`src/rtl/fifo_wr_arbiter_pkg.sv`:
```
// Shared definitions for the two-producer FIFO write arbiter.
// Holds the arbiter state encoding, the FIFO geometry constants and the
// legal range of the burst-length parameter.
package fifo_pkg;

    // Arbiter state encoding (kept as plain 2-bit constants for legacy tools)
    typedef logic [1:0] arb_state_t;

    localparam logic [1:0] ST_IDLE = 2'd0;
    localparam logic [1:0] ST_OWN0 = 2'd1;
    localparam logic [1:0] ST_OWN1 = 2'd2;

    // FIFO geometry the arbiter is built against
    localparam int FIFO_DW    = 16;
    localparam int FIFO_DEPTH = 8;

    // Legal burst lengths; the burst counter is 4 bits wide
    localparam int BURST_MIN = 1;
    localparam int BURST_LIM = 15;
    localparam int CNT_W     = 4;

    // True when a requested burst length fits the counter
    function automatic bit burst_legal(input int burst);
        return (burst >= BURST_MIN) && (burst <= BURST_LIM);
    endfunction

endpackage

```
`src/rtl/fifo_wr_arbiter_if.sv`:
```
// Handshake bundle between the two capture-side producers, the FIFO write
// port and the arbiter. The arbiter connects through the slave modport; the
// producers/FIFO side (or a bench) drives through the master modport.
// Optional macro: ARB_STATS_EN adds WCNT0/WCNT1/STALL statistics signals.
interface fifo_wr_arbiter_if #(
    parameter int DW = 16
);

    logic          REQ0;
    logic [DW-1:0] DIN0;
    logic          LAST0;
    logic          ACK0;

    logic          REQ1;
    logic [DW-1:0] DIN1;
    logic          LAST1;
    logic          ACK1;

    logic          FIFO_FULL;
    logic          FIFO_AFULL;
    logic          FIFO_WR;
    logic [DW-1:0] FIFO_DIN;

    logic          OWNER;
    logic          BUSY;

`ifdef ARB_STATS_EN
    logic [15:0]   WCNT0;
    logic [15:0]   WCNT1;
    logic          STALL;
`endif

    modport master (
        output REQ0, DIN0, LAST0,
        output REQ1, DIN1, LAST1,
        output FIFO_FULL, FIFO_AFULL,
        input  ACK0, ACK1,
        input  FIFO_WR, FIFO_DIN,
`ifdef ARB_STATS_EN
        input  WCNT0, WCNT1, STALL,
`endif
        input  OWNER, BUSY
    );

    modport slave (
        input  REQ0, DIN0, LAST0,
        input  REQ1, DIN1, LAST1,
        input  FIFO_FULL, FIFO_AFULL,
        output ACK0, ACK1,
        output FIFO_WR, FIFO_DIN,
`ifdef ARB_STATS_EN
        output WCNT0, WCNT1, STALL,
`endif
        output OWNER, BUSY
    );

endinterface

```
`src/rtl/fifo_wr_arbiter_rr_pick.sv`:
```
// Two-way round-robin selector used when the arbiter leaves IDLE.
// With both requests pending the side that did not own the FIFO last wins;
// with a single request that side wins regardless of history.
import fifo_pkg::*;

module fifo_rr_pick (
    input  logic [1:0] req,
    input  logic       last_owner,
    output logic       grant,
    output logic       valid
);

    // Pure combinational pick; no state of its own
    always_comb begin
        valid = |req;
        grant = 1'b0;
        case (req)
            2'b01:   grant = 1'b0;
            2'b10:   grant = 1'b1;
            2'b11:   grant = ~last_owner;
            default: grant = 1'b0;
        endcase
    end

endmodule

```
`src/rtl/fifo_wr_arbiter.sv`:
```
// Two-producer write arbiter in front of the 16-bit, 8-entry FIFO.
// One producer at a time owns the FIFO write port for a burst of up to
// BURST_MAX words; ownership rotates round-robin between bursts. Write
// strobe and data are registered, and FULL/almostFULL throttle the grant so
// the FIFO never overflows.
// Optional macro: ARB_STATS_EN adds per-producer word counters (WCNT0/WCNT1)
// and a registered back-pressure indicator (STALL).
//
// state | meaning
// ------+--------------------------------------------------------------
// IDLE  | no owner; pick the next producer (round-robin), no ACK issued
// OWN0  | producer 0 owns the FIFO write port, one word per cycle
// OWN1  | producer 1 owns the FIFO write port, one word per cycle
import fifo_pkg::*;

module fifo_wr_arbiter #(
    parameter int BURST_MAX = 4,
    parameter int DW        = FIFO_DW
) (
    input  logic             CLK,
    input  logic             RST,
    fifo_wr_arbiter_if.slave bus
);

    localparam logic [CNT_W-1:0] CNT_LAST = CNT_W'(BURST_MAX - 1);

    arb_state_t       state;
    arb_state_t       state_nxt;
    logic             owner;
    logic             owner_nxt;
    logic [CNT_W-1:0] cnt;
    logic             fifo_wr;
    logic [DW-1:0]    fifo_din;

    logic             perm;
    logic             ack0;
    logic             ack1;
    logic             ack_any;
    logic             own_req;
    logic             own_last;
    logic             other_req;
    logic             burst_end;
    logic             exit_own;
    logic             pick_grant;
    logic             pick_valid;

    // The FIFO flags lag our write by a cycle, so almostFULL with a write
    // already in flight must be treated as full.
    always_comb begin
        perm = !bus.FIFO_FULL && !(bus.FIFO_AFULL && fifo_wr);
    end

    // Acknowledge and burst-end decode for the current owner
    always_comb begin
        ack0      = (state == ST_OWN0) && bus.REQ0 && perm;
        ack1      = (state == ST_OWN1) && bus.REQ1 && perm;
        ack_any   = ack0 || ack1;
        own_req   = 1'b0;
        own_last  = 1'b0;
        other_req = 1'b0;
        case (state)
            ST_OWN0: begin
                own_req   = bus.REQ0;
                own_last  = bus.LAST0;
                other_req = bus.REQ1;
            end
            ST_OWN1: begin
                own_req   = bus.REQ1;
                own_last  = bus.LAST1;
                other_req = bus.REQ0;
            end
            default: begin
                own_req   = 1'b0;
                own_last  = 1'b0;
                other_req = 1'b0;
            end
        endcase
        burst_end = ack_any && (own_last || (cnt == CNT_LAST));
        exit_own  = (state != ST_IDLE) && (burst_end || !own_req);
    end

    fifo_rr_pick u_pick (
        .req        ({bus.REQ1, bus.REQ0}),
        .last_owner (owner),
        .grant      (pick_grant),
        .valid      (pick_valid)
    );

    // Next-state and next-owner selection
    always_comb begin
        state_nxt = state;
        owner_nxt = owner;
        case (state)
            ST_IDLE: begin
                if (pick_valid) begin
                    state_nxt = pick_grant ? ST_OWN1 : ST_OWN0;
                    owner_nxt = pick_grant;
                end
            end
            ST_OWN0: begin
                if (exit_own) begin
                    if (other_req) begin
                        state_nxt = ST_OWN1;
                        owner_nxt = 1'b1;
                    end else begin
                        state_nxt = ST_IDLE;
                    end
                end
            end
            ST_OWN1: begin
                if (exit_own) begin
                    if (other_req) begin
                        state_nxt = ST_OWN0;
                        owner_nxt = 1'b0;
                    end else begin
                        state_nxt = ST_IDLE;
                    end
                end
            end
            default: begin
                state_nxt = ST_IDLE;
            end
        endcase
    end

    // State, owner and burst counter registers; a stall holds all three
    always_ff @(posedge CLK or posedge RST) begin
        if (RST) begin
            state <= ST_IDLE;
            owner <= 1'b1;
            cnt   <= '0;
        end else begin
            state <= state_nxt;
            owner <= owner_nxt;
            if (exit_own) begin
                cnt <= '0;
            end else if (ack_any) begin
                cnt <= cnt + 1'b1;
            end
        end
    end

    // Registered FIFO write port: an acknowledged word is written next cycle
    always_ff @(posedge CLK or posedge RST) begin
        if (RST) begin
            fifo_wr  <= 1'b0;
            fifo_din <= '0;
        end else begin
            fifo_wr <= ack_any;
            if (ack0) begin
                fifo_din <= bus.DIN0;
            end else if (ack1) begin
                fifo_din <= bus.DIN1;
            end
        end
    end

`ifdef ARB_STATS_EN
    logic [15:0] wcnt0;
    logic [15:0] wcnt1;
    logic        stall;

    // Per-producer acknowledged-word counters (wrap naturally) and stall flag
    always_ff @(posedge CLK or posedge RST) begin
        if (RST) begin
            wcnt0 <= '0;
            wcnt1 <= '0;
            stall <= 1'b0;
        end else begin
            if (ack0) begin
                wcnt0 <= wcnt0 + 16'd1;
            end
            if (ack1) begin
                wcnt1 <= wcnt1 + 16'd1;
            end
            stall <= own_req && !perm;
        end
    end

    assign bus.WCNT0 = wcnt0;
    assign bus.WCNT1 = wcnt1;
    assign bus.STALL = stall;
`endif

    assign bus.ACK0     = ack0;
    assign bus.ACK1     = ack1;
    assign bus.FIFO_WR  = fifo_wr;
    assign bus.FIFO_DIN = fifo_din;
    assign bus.OWNER    = owner;
    assign bus.BUSY     = (state != ST_IDLE);

endmodule

```
`src/flat_wrapper.sv`:
```
// flat-port wrapper written by rule: the top's interface ports become plain ports
module fifo_wr_arbiter_flat 
#(
    parameter int BURST_MAX = 4,
    parameter int DW        = FIFO_DW
)
  (CLK, RST, bus_REQ0, bus_DIN0, bus_LAST0, bus_REQ1, bus_DIN1, bus_LAST1, bus_FIFO_FULL, bus_FIFO_AFULL, bus_ACK0, bus_ACK1, bus_FIFO_WR, bus_FIFO_DIN, bus_OWNER, bus_BUSY);
  fifo_wr_arbiter_if #(.DW(DW)) bus_i ();
  input  logic CLK;
  input  logic RST;
  input wire logic [$bits(bus_i.REQ0)-1:0] bus_REQ0;
  input wire logic [$bits(bus_i.DIN0)-1:0] bus_DIN0;
  input wire logic [$bits(bus_i.LAST0)-1:0] bus_LAST0;
  input wire logic [$bits(bus_i.REQ1)-1:0] bus_REQ1;
  input wire logic [$bits(bus_i.DIN1)-1:0] bus_DIN1;
  input wire logic [$bits(bus_i.LAST1)-1:0] bus_LAST1;
  input wire logic [$bits(bus_i.FIFO_FULL)-1:0] bus_FIFO_FULL;
  input wire logic [$bits(bus_i.FIFO_AFULL)-1:0] bus_FIFO_AFULL;
  output wire logic [$bits(bus_i.ACK0)-1:0] bus_ACK0;
  output wire logic [$bits(bus_i.ACK1)-1:0] bus_ACK1;
  output wire logic [$bits(bus_i.FIFO_WR)-1:0] bus_FIFO_WR;
  output wire logic [$bits(bus_i.FIFO_DIN)-1:0] bus_FIFO_DIN;
  output wire logic [$bits(bus_i.OWNER)-1:0] bus_OWNER;
  output wire logic [$bits(bus_i.BUSY)-1:0] bus_BUSY;
  assign bus_i.REQ0 = bus_REQ0;
  assign bus_i.DIN0 = bus_DIN0;
  assign bus_i.LAST0 = bus_LAST0;
  assign bus_i.REQ1 = bus_REQ1;
  assign bus_i.DIN1 = bus_DIN1;
  assign bus_i.LAST1 = bus_LAST1;
  assign bus_i.FIFO_FULL = bus_FIFO_FULL;
  assign bus_i.FIFO_AFULL = bus_FIFO_AFULL;
  assign bus_ACK0 = bus_i.ACK0;
  assign bus_ACK1 = bus_i.ACK1;
  assign bus_FIFO_WR = bus_i.FIFO_WR;
  assign bus_FIFO_DIN = bus_i.FIFO_DIN;
  assign bus_OWNER = bus_i.OWNER;
  assign bus_BUSY = bus_i.BUSY;
  fifo_wr_arbiter #(.BURST_MAX(BURST_MAX), .DW(DW)) u_core (.CLK(CLK), .RST(RST), .bus(bus_i));
endmodule
```
`config.mk`:
```
export PLATFORM = sky130hd
export DESIGN_NAME = fifo_wr_arbiter_flat
export DESIGN_NICKNAME = d
export VERILOG_FILES = /design/src/rtl/fifo_wr_arbiter_pkg.sv /design/src/rtl/fifo_wr_arbiter_if.sv /design/src/rtl/fifo_wr_arbiter_rr_pick.sv /design/src/rtl/fifo_wr_arbiter.sv /design/src/flat_wrapper.sv
export SDC_FILE = /design/constraint.sdc
export NUM_CORES = 1
export LEC_CHECK = 0
export ABC_CLOCK_PERIOD_IN_PS = 2250
export BUFFER_PORTS_ARGS = -buffer_cell sky130_fd_sc_hd__buf_4
export CAP_MARGIN = 20
export CORE_MARGIN = 10
export CORE_UTILIZATION = 45
export DETAILED_ROUTE_END_ITERATION = 7
export HOLD_SLACK_MARGIN = 0.1
export PLACE_DENSITY_LB_ADDON = 0.25
export SYNTH_ARGS = -nofsm -noshare
export SYNTH_HDL_FRONTEND = slang
export SYNTH_SLANG_ARGS = --single-unit
export TNS_END_PERCENT = 1
```
`constraint.sdc`:
```
create_clock -name CLK -period 2.25 [get_ports CLK]
set_input_delay 0 -clock CLK [delete_from_list [all_inputs] [get_ports CLK]]
set_output_delay 0 -clock CLK [all_outputs]
set_load 0.02 [all_outputs]
```
Word level (Yosys, flattened, before mapping)
Index checks and enable logic that the tools add are counted.
{"block": "totals", "regBits": 24, "in_bits": 40, "wordCells": 60, "output_inout_bits": 21}
{"block": "classes", "bitwise_logic": 1, "n_reduce_logical": 22, "n_mux": 21, "add_sub_neg": 1, "eq_ne": 10}
{"operator": "16-bit two-way mux", "n": 2}
{"operator": "2-bit two-way mux", "n": 5}
{"operator": "2-bit by 1-bit inequality test with 1-bit output, second input constant", "n": 5}
{"operator": "1-bit logical AND", "n": 8}
{"operator": "4-bit two-way mux", "n": 2}
{"operator": "1-bit case mux with 2 select lines", "n": 4}
{"operator": "2-bit == test, second input constant", "n": 3}
{"operator": "1-bit two-way mux", "n": 6}
{"operator": "2-bit case mux with 3 select lines", "n": 1}
{"operator": "6-bit AND reduction", "n": 1}
{"operator": "2-bit nonzero test", "n": 3}
{"operator": "4-bit by 1-bit adder with 4-bit output, second input constant", "n": 1}
{"operator": "4-bit by 2-bit == test with 1-bit output, second input constant", "n": 1}
{"operator": "1-bit zero test", "n": 3}
{"operator": "1-bit logical OR", "n": 3}
{"operator": "1-bit case mux with 3 select lines", "n": 1}
{"operator": "3-bit AND reduction", "n": 1}
{"operator": "3-bit nonzero test", "n": 1}
{"operator": "2-bit by 1-bit == test with 1-bit output, second input constant", "n": 1}
{"operator": "2-bit zero test", "n": 1}
{"operator": "2-bit OR reduction", "n": 1}
{"operator": "1-bit NOT", "n": 1}

Depth between registers and ports, before layout
Gate-level depths: netlist of the first run.
{"block": "logic_depth", "word_depth": 10, "depth_mapped": 7, "mapped_depth_nobuf": 6}

By module
A second synthesis of the first run with hierarchy kept.
{"block": "hier_totals", "cells_unflattened": 127, "area_unflattened_um2": 1368.8}
{"mod": "fifo_wr_arbiter", "cells_each": 125, "area_per_inst_um2": 1355.0, "seq_area_each_um2": 601.8, "n_inst": 1}
{"mod": "fifo_rr_pick", "cells_each": 2, "area_per_inst_um2": 13.8, "seq_area_each_um2": 0.0, "n_inst": 1}

Least setup slack after synthesis of the first run
No wires, ideal clock.
{"block": "synth_path", "kind": "reg2reg", "from": "register u_core.state[0]", "to": "register u_core.state[0]", "path_stages_with_launch": 7, "n_path_buf": 0, "path_slack_ps": 558, "arrival_ps": 1567, "t_required_ps": 2125, "path_cell_list": "dfrtp_1 -> inv_1 -> ha_1 -> a22o_1 -> o21ai_2 -> a22o_1 -> mux2_4"}
{"block": "synth_via", "elab_chain_cells": 9, "word_cells_on_any_way": 24, "cone_classes": "eq/ne (5); mux (6); reduce/logical (13)"}
{"item": "from (decl)", "line": "fifo_wr_arbiter.sv:27", "rtl": "arb_state_t state;"}
{"item": "from (signal assigned)", "line": "fifo_wr_arbiter.sv:133", "rtl": "state <= state_nxt;"}
{"item": "branches (longest 9 deep; another with 3-bit AND reduction)"}
Several ways; the timed one is not identified. The select of a mux whose other input is x is not followed.
A chain may end at the register's enable or synchronous reset.

Worst setup path in the final report of the first run
{"block": "layout_path", "from": "register u_core.state[1]", "to": "register u_core.fifo_din[13], in the netlist u_core.bus.FIFO_DIN[13]"}
{"block": "layout_via", "elab_chain_cells": 4, "word_cells_on_any_way": 8, "cone_classes": "eq/ne (2); mux (1); reduce/logical (5)"}
{"item": "2-bit by 1-bit == test with 1-bit output / 2-bit == test (equally long branches)", "line": "fifo_wr_arbiter.sv:55, fifo_wr_arbiter.sv:56"}
{"item": "1-bit logical AND, on equally long branches (2 in a row)", "line": "fifo_wr_arbiter.sv:55, fifo_wr_arbiter.sv:56"}
{"item": "16-bit two-way mux / 2-bit nonzero test (equally long branches)"}
{"item": "to (signal assigned)", "line": "fifo_wr_arbiter.sv:151", "rtl": "fifo_din <= bus.DIN0;"}
{"item": "to (signal assigned)", "line": "fifo_wr_arbiter.sv:153", "rtl": "fifo_din <= bus.DIN1;"}
{"item": "to (decl)", "line": "fifo_wr_arbiter.sv:33", "rtl": "logic [DW-1:0] fifo_din;"}
Parallel ways exist; a longest one is shown, timed or not.

==> results.yml, run 1 <==
worst_hold_path:
  hold_depth: 5
  hold_class: "primary input to flop"
clock_network:
  cts_sinks: 24
  clk_path_buf_depth: 2
  cts-buffers-inserted: 3
  cts_resized: 0
  cts_tree: "yes"
  cts_root_buf: "clkbuf_4"
  htree_levels: 1
  clkLatencyLatePin_ns: 0.32
  clk_pin_slew_ns: 0.13
  post-cts-setup-buffers: 0
yosys:
  netlist.area_leader.share: 0.457
  yosys-top-cells-area: "dfrtp_1 (46%), o22ai_1 (8.0%), a21oi_1 (7.2%), nor2_1 (7.2%), ha_1 (5.0%)"
  syn_nets: 174
  avgSynthCellArea_sq_um: 9.76
  yosysUniqueCellTypes: 31
  synth-seq-cells: 24
  synth_area_sq_um: 1260
  ys_seq_area_frac: 0.478
  postSynthCellCount: 129
  ys_warn_count: 0
  synth_top_area_cell: "dfrtp_1"
power:
  p_per_area_nw_per_um2: 1050
  power.total_mw: 2.22
  ir_drop_v: 0.000912
  power.leakage_nw: 0.976
die:
  fp.dieH_microns: 72.9
  core_sq_um: 2710
  num_io_pins: 61
  row_count: 19
  start_util: 0.464
  die_x_microns: 72.9
  dieArea_sq_um: 5310
cells_and_area:
  finalNetCount: 270
  multi_input_area_sq_um: 604
  drive_above_1_share: 0.348
  finalNonFillerCells: 256
  seqCellArea_sq_um: 602
  area_growth_pct: 67.3
  nFillCells: 188
  fin_area_sq_um: 2110
  fin_util: 0.777
sta:
  finalHoldViolations: 0
  finalSetupTns_ns: 0
  fin_skew_ns: 0.00526
  timing.final.crit_period_ns: 2.05
  rsz0062_at_grt: "false"
  worst_slack_ns: 0.202
  holdWs_ns: 0.127
  tightest_slew_ns: 0.917
  fmax_mhz: 488
  drv_slew: 0
  setup_viol_count_final: 0
  finalCritPeriodShare: 0.910
  max_slew_margin: 0.388
worst_setup_path:
  ff2ff_path_depth: 6
  crit_slowest_cell: "nand3_1"
  path_buf_inv: 1
  worstPathCellList: "inv_1, ha_1, nand2_2, nand3_1, o22ai_1, a21oi_1"
  worstPathRequired_ns: 2.46
  crit_family: "simple AND/OR/NAND/NOR gates"
  path_depth: 6
  path_class: "flop to flop"
  crit_arrival_ns: 2.25
  cp_max_fo: 16
  max_stage_delay_ns: 0.50
  crit_path_end_kind: "flop"
  cp-start-kind: "flop"
place:
  dp_hpwl_microns: 2920
  dp.cells: 218
  routabilityCongestion: 0.946
  place_area_sq_um: 1740
  post-place-ws_ns: 0.260
  io_buffers: 60
routing:
  vias_per_cell: 5.28
  first_pass_iters: 4
  ant_nets: 0
  routed_wl_microns: 4350
  drc: 0
  via_count: 1351
  wl_per_cell_microns: 17.0
  drt_iter0_drc: 85
grt:
  grt_overflow: 0
  grt_usage: 0.167
  antenna_found_initial: 1
  grt_pass1_vias: 1420
  use_met3: 0.0381
  met1_usage: 0.188
  gr-max-usage-layer: "met2"
  grtUsageMet2: 0.304
  grt_pass1_wl_microns: 7140
  grt_max_degree: 25
outcome:
  run_status: "finished, final reports clean"
job:
  timing.max_cap.violations: 0
==> placed cells by master (no fill, tap or decap), types with 3 or more instances in the layout <==
cell	n
a22o_1	3
dfrtp_1	23
o22ai_1	16
nor2_1	24
buf_4	63
a21oi_1	18
ha_1	5
clkbuf_4	3
xnor2_1	3
dlygate4sd3_1	33
nand3_1	4
inv_1	5
==> repair_timing <==
action / CTS / global route
hold buffers: 33 / 0
endpoints found under the setup margin: 0 / 0
endpoints found under the hold margin: 39 / 0
==> power by group <==
part           internal (mW)  leakage, nW  total [mW]  switching [mW]
Sequential             0.616        0.282       0.736           0.120
Clock                 0.0990       0.0210       0.232           0.133
Combinational          0.577        0.673        1.25           0.677
==> path summary, 6_finish.rpt <==
| check | to | slack (ns) | from |
|---|---|---|---|
| min reg2reg | u_core.bus.FIFO_DIN[3] | 0.55 | u_core.bus.FIFO_DIN[3] |
| max reg2reg | u_core.bus.FIFO_DIN[13] | 0.20 | u_core.state[1] |
| min in group asynchronous | u_core.bus.FIFO_DIN[10] | 0.42 | RST |
| max | u_core.bus.FIFO_DIN[13] | 0.20 | u_core.state[1] |
| min | u_core.cnt[3] | 0.13 | bus_FIFO_FULL |
| max in group asynchronous | u_core.bus.FIFO_DIN[13] | 1.27 | RST |
==> kinds of logic (layout without fill, tap and decap cells) <==
group                    Yosys count  count (layout)  share of synthesized area
multiplexers                       4               4                     0.0408
flip-flops                        24              24                      0.478
AND/OR/NAND/NOR                   33              33                      0.111
buffers and inverters             10             105                     0.0417
adder cells (fa/ha/maj)            5               5                     0.0497
XOR/XNOR                           3               3                     0.0209
AO/OA/AOI/OAI                     50              50                      0.257
other                              0               1                          0
==> synthesized netlist by cell type (all sizes together) <==
master / number
o21ai: 3
buf: 3
mux2i: 1
nand3: 4
a22oi: 1
o22ai: 16
dfrtp: 23
a32oi: 1
ha: 5
dfstp: 1
or2: 1
a21bo: 1
nor3b: 1
a21oi: 20
xnor2: 3
a21o: 1
inv: 5
a21boi: 1
clkbuf: 2
mux2: 3
nand2: 3
o211ai: 1
a22o: 3
nor2: 24
a211oi: 2
==> flip-flops by register name, indices dropped and copies added (netlist names) <==
| signal | cells |
|---|---|
| u_core.bus.OWNER | 1 |
| u_core.cnt | 4 |
| u_core.state | 2 |
| u_core.bus.FIFO_DIN | 16 |
| u_core.bus.FIFO_WR | 1 |
==> layout make-up <==
| class | instances | area share |
|---|---|---|
| antenna | 1 | 0.00119 |
| clock buffer | 4 | 0.0172 |
| inverter | 5 | 0.00891 |
| multi-input combinational | 95 | 0.287 |
| sequential | 24 | 0.286 |
| tap | 31 | 0.0184 |
| timing repair buffer | 96 | 0.381 |
==> worst reg2reg max path, cell delays in order (launching register included) <==
cell and delay [ns]:
dfrtp_1 0.43, inv_1 0.08, ha_1 0.26, nand2_2 0.22
nand3_1 0.50, o22ai_1 0.33, a21oi_1 0.12
==> layer usage <==
layer	vias up	wire length, microns
li1	663	-
met1	636	1680
met2	47	2370
met3	5	267
met4	0	38
met5	-	0
Power figures use the tool's default switching activity.
==> run 2: changes to the inputs <==
--- a/config.mk
+++ b/config.mk
@@ -12,7 +12,7 @@
 export CORE_UTILIZATION = 45
 export DETAILED_ROUTE_END_ITERATION = 7
 export HOLD_SLACK_MARGIN = 0.1
-export PLACE_DENSITY_LB_ADDON = 0.25
+export PLACE_DENSITY = 0.89
 export SYNTH_ARGS = -nofsm -noshare
 export SYNTH_HDL_FRONTEND = slang
 export SYNTH_SLANG_ARGS = --single-unit
==> results.yml, run 2 (same netlist as run 1, synthesis figures left out) <==
outcome:
  run_status: "finished, final reports clean"
clock_network:
  cts-buffers-inserted: 3
  cts_tree: "yes"
  cts_resized: 0
  cts_root_buf: "clkbuf_4"
  htree_levels: 1
  post-cts-setup-buffers: 0
  clk_pin_slew_ns: 0.13
  clkLatencyLatePin_ns: 0.32
  cts.hold.buffers_added: 33
  clk_path_buf_depth: 2
  cts_sinks: 24
sta:
  fin_skew_ns: 0.00154
  finalHoldViolations: 0
  finalCritPeriodShare: 0.911
  fmax_mhz: 488
  finalSetupTns_ns: 0
  setup_viol_count_final: 0
  drv_slew: 0
  rsz0062_at_grt: "false"
  tightest_slew_ns: 0.922
  max_slew_margin: 0.384
  timing.final.crit_period_ns: 2.05
cells_and_area:
  fin_util: 0.773
  drive_above_1_share: 0.344
  fin_area_sq_um: 2100
  finalNetCount: 270
  largest_reg_flops: 16
  layout_common_cells: "buf_4 (63), dlygate4sd3_1 (33), nor2_1 (24)"
  seqCellArea_sq_um: 602
  area_growth_pct: 66.5
  multi_input_area_sq_um: 604
  layout_commonest_cell: "buf_4"
  nFillCells: 183
routing:
  ant_nets: 0
  wl_per_cell_microns: 19.5
  drc: 0
  first_pass_iters: 4
  drt_iter0_drc: 53
  vias_per_cell: 5.69
  via_count: 1457
  routed_wl_microns: 4990
grt:
  grt_pass1_vias: 1497
  grt_overflow: 0
  antenna_found_initial: 1
  grt_usage: 0.188
  grt_pass1_wl_microns: 7770
  grt_max_degree: 25
worst_setup_path:
  crit_start: "u_core.state[1]"
  cp-start-kind: "flop"
  worstPathRequired_ns: 2.47
  crit_arrival_ns: 2.27
  crit_path_end_kind: "flop"
  path_class: "flop to flop"
  cp_max_fo: 16
  r2r_start: "u_core.state[1]"
die:
  row_count: 19
  start_util: 0.464
  fp.dieH_microns: 72.9
  die_x_microns: 72.9
  dieArea_sq_um: 5310
  num_io_pins: 61
  core_sq_um: 2710
worst_hold_path:
  hold_start: "bus_FIFO_FULL"
  hold_class: "primary input to flop"
power:
  power.leakage_nw: 0.970
  ir_drop_v: 0.000774
  p_per_area_nw_per_um2: 1070
job:
  timing.max_cap.violations: 0
place:
  routabilityCongestion: 0.895
  io_buffers: 60
  dp_hpwl_microns: 3150
  place_area_sq_um: 1740
-- run 2: layer usage --
layer | GRT usage | up-vias | part of all wire
met5 | 0 | - | 0
li1 | - | 661 | -
met1 | 0.180 | 696 | 0.34
met4 | 0.135 | 0 | 0.062
met2 | 0.341 | 75 | 0.53
met3 | 0.0463 | 25 | 0.068
-- run 2: worst max-delay path: stages, from the launching register on --
cell and delay, ns:
dfrtp_1 0.41, inv_1 0.08, ha_1 0.27, nand2_2 0.25, nand3_1 0.52, o22ai_1 0.32
a21oi_1 0.10
-- run 2: metrics by stage --
step	hold slack, ns	setup WS (ns)	instances	power (mW)
6_report	0.148	0.200	256	2.24
5_1_grt	0.144	0.0487	256	2.38
4_1_cts	0.127	0.214	255	2.21
3_5_place_dp	0.249	0.229	218	1.97
3_3_place_gp	0.233	0.421	218	1.90
2_1_floorplan	0.0139	0.558	129	1.49
-- run 2: area by class of cell --
class	count	area share
tap	31	0.0185
sequential	24	0.287
timing repair buffer	96	0.383
clock buffer	4	0.0125
multi-input combinational	95	0.288
antenna	1	0.00119
inverter	5	0.00896
-- run 2: final timing paths --
kind | slack (ns) | end | cells past startpoint
setup / recovery | 0.20 | u_core.bus.FIFO_DIN[14] | 6
setup reg to reg | 0.20 | u_core.bus.FIFO_DIN[14] | 6
min in group asynchronous | 0.43 | u_core.bus.FIFO_DIN[15] | 3
hold reg to reg | 0.55 | u_core.bus.FIFO_DIN[3] | 2
max in group asynchronous | 1.26 | u_core.state[1] | 3
hold / removal | 0.15 | u_core.bus.FIFO_DIN[10] | 4
-- run 2: report_power, final --
group	leakage [nW]	internal (mW)	switching [mW]
sequential	0.282	0.616	0.123
clock	0.0150	0.0696	0.134
combinational	0.673	0.578	0.719
==> run 3: changes to the inputs <==
--- a/config.mk
+++ b/config.mk
@@ -13,6 +13,7 @@
 export DETAILED_ROUTE_END_ITERATION = 7
 export HOLD_SLACK_MARGIN = 0.1
 export PLACE_DENSITY = 0.89
+export REMOVE_ABC_BUFFERS = 1
 export SYNTH_ARGS = -nofsm -noshare
 export SYNTH_HDL_FRONTEND = slang
 export SYNTH_SLANG_ARGS = --single-unit
==> results.yml, run 3 (same netlist as run 1, synthesis figures left out) <==
power:
  swShare: 0.422
  power.leakage_nw: 0.983
  power.total_mw: 2.38
  cell_internal_pwr_mw: 1.37
  combPwrFrac: 0.552
  ir_drop_v: 0.000839
  switchingPower_mw: 1.00
  p_seq_frac: 0.312
  p_clk_frac: 0.136
  p_per_area_nw_per_um2: 1120
grt:
  grt_max_degree: 25
  grt_pass1_wl_microns: 7850
  grt_usage: 0.183
  antenna_found_initial: 0
  grt_pass1_vias: 1612
  grt_overflow: 0
worst_setup_path:
  worstPathRequired_ns: 2.48
  worstPathCellList: "inv_1, ha_1, nand2_2, a21boi_1, a22o_1, mux2_4"
  cp-start-kind: "flop"
  max_stage_delay_ns: 0.44
  crit_arrival_ns: 2.27
  crit_path_end_kind: "flop"
  path_class: "flop to flop"
  cp_max_fo: 11
  crit_slowest_cell: "dfrtp_1"
cells_and_area:
  diodes: 0
  fin_util: 0.784
  finalNetCount: 270
  layout_common_cells: "buf_4 (63), dlygate4sd3_1 (33), nor2_1 (24)"
  drive_above_1_share: 0.353
  finalNonFillerCells: 255
  layout_commonest_cell: "buf_4"
  fin_area_sq_um: 2120
  largest_reg_flops: 16
  area_growth_pct: 68.8
routing:
  ant_nets: 0
  routed_wl_microns: 4900
  via_count: 1453
  wl_per_cell_microns: 19.2
  first_pass_iters: 4
  drc: 0
  drt_iter0_drc: 121
  vias_per_cell: 5.70
die:
  fp.dieH_microns: 72.9
  dieArea_sq_um: 5310
  core_sq_um: 2710
  row_count: 19
  start_util: 0.464
  num_io_pins: 61
  die_x_microns: 72.9
clock_network:
  cts-buffers-inserted: 3
  cts_sinks: 24
  cts_root_buf: "clkbuf_4"
  clk_pin_slew_ns: 0.15
  htree_levels: 1
  cts_tree: "yes"
  clkLatencyLatePin_ns: 0.33
  post-cts-setup-buffers: 0
  clk_path_buf_depth: 2
place:
  io_buffers: 60
  place_area_sq_um: 1740
  routabilityCongestion: 0.899
  dp.cells: 218
  dp_hpwl_microns: 3280
sta:
  timing.final.crit_period_ns: 2.04
  drv_slew: 0
  fin_skew_ns: 0.0122
  rsz0062_at_grt: "false"
  finalHoldViolations: 0
  finalCritPeriodShare: 0.906
  finalSetupTns_ns: 0
  tightest_slew_ns: 0.919
  setup_viol_count_final: 0
  max_slew_margin: 0.387
  fmax_mhz: 491
worst_hold_path:
  hold_class: "primary input to flop"
outcome:
  run_status: "finished, final reports clean"
job:
  timing.max_cap.violations: 0
## run 3: power by group through the flow
stage	Clock [mW]	Sequential [mW]	Combinational (mW)
2_1_floorplan	0	0.915	0.552
3_3_place_gp	0	0.730	1.18
3_5_place_dp	0	0.744	1.23
4_1_cts	0.317	0.734	1.29
5_1_grt	0.337	0.760	1.41
6_report	0.323	0.742	1.31
## run 3: worst paths after layout
kind	startpoint	slack, ns	cells past startpoint	end
max	u_core.state[1]	0.21	6	u_core.state[0]
min	bus_FIFO_FULL	0.15	4	u_core.bus.FIFO_DIN[13]
max reg2reg	u_core.state[1]	0.21	6	u_core.state[0]
min reg2reg	u_core.bus.FIFO_DIN[9]	0.55	2	u_core.bus.FIFO_DIN[9]
max in group asynchronous	RST	1.26	3	u_core.bus.FIFO_DIN[12]
min in group asynchronous	RST	0.41	3	u_core.state[0]
## run 3: layout make-up
| cell class | instances | area [sq um] |
|---|---|---|
| well taps | 31 | 38.8 |
| repair buffers | 96 | 803 |
| fillers | 153 | 586 |
| inverters | 5 | 18.8 |
| clock buffers | 3 | 22.5 |
| multi-input cells | 95 | 609 |
| flip-flops and latches | 24 | 602 |
| clock inverters | 1 | 30.0 |
## run 3: worst max-delay path, delay by kind of cell, from the launching register on
| kind | cells | cell delay [ns] |
|---|---|---|
| AOI/OAI and AO/OA | 2 | 0.56 |
| DFF | 1 | 0.44 |
| muxes | 1 | 0.32 |
| adders and majority gates | 1 | 0.28 |
| and+or+nand+nor | 1 | 0.22 |
| buffers and inverters | 1 | 0.11 |
## run 3: metal layers
layer / routed length [microns] / GRT usage
met5: 0 / 0
met4: 127 / 0.0485
met3: 232 / 0.0340
met2: 2690 / 0.348
met1: 1860 / 0.199
## run 3: through the flow
step	hold slack (ns)	worst slack (ns)
after floorplan	0.0139	0.438
after global placement	0.231	0.403
after detailed placement	0.264	0.208
after CTS	0.141	0.180
after global routing	0.161	0.123
final	0.150	0.212
## run 3: repair_timing
| item | CTS | global route |
|---|---|---|
| gates resized for setup | 0 | 1 |
| setup endpoints to repair | 0 | 16 |
| hold buffers | 33 | 0 |
| endpoints found under the hold margin | 39 | 0 |
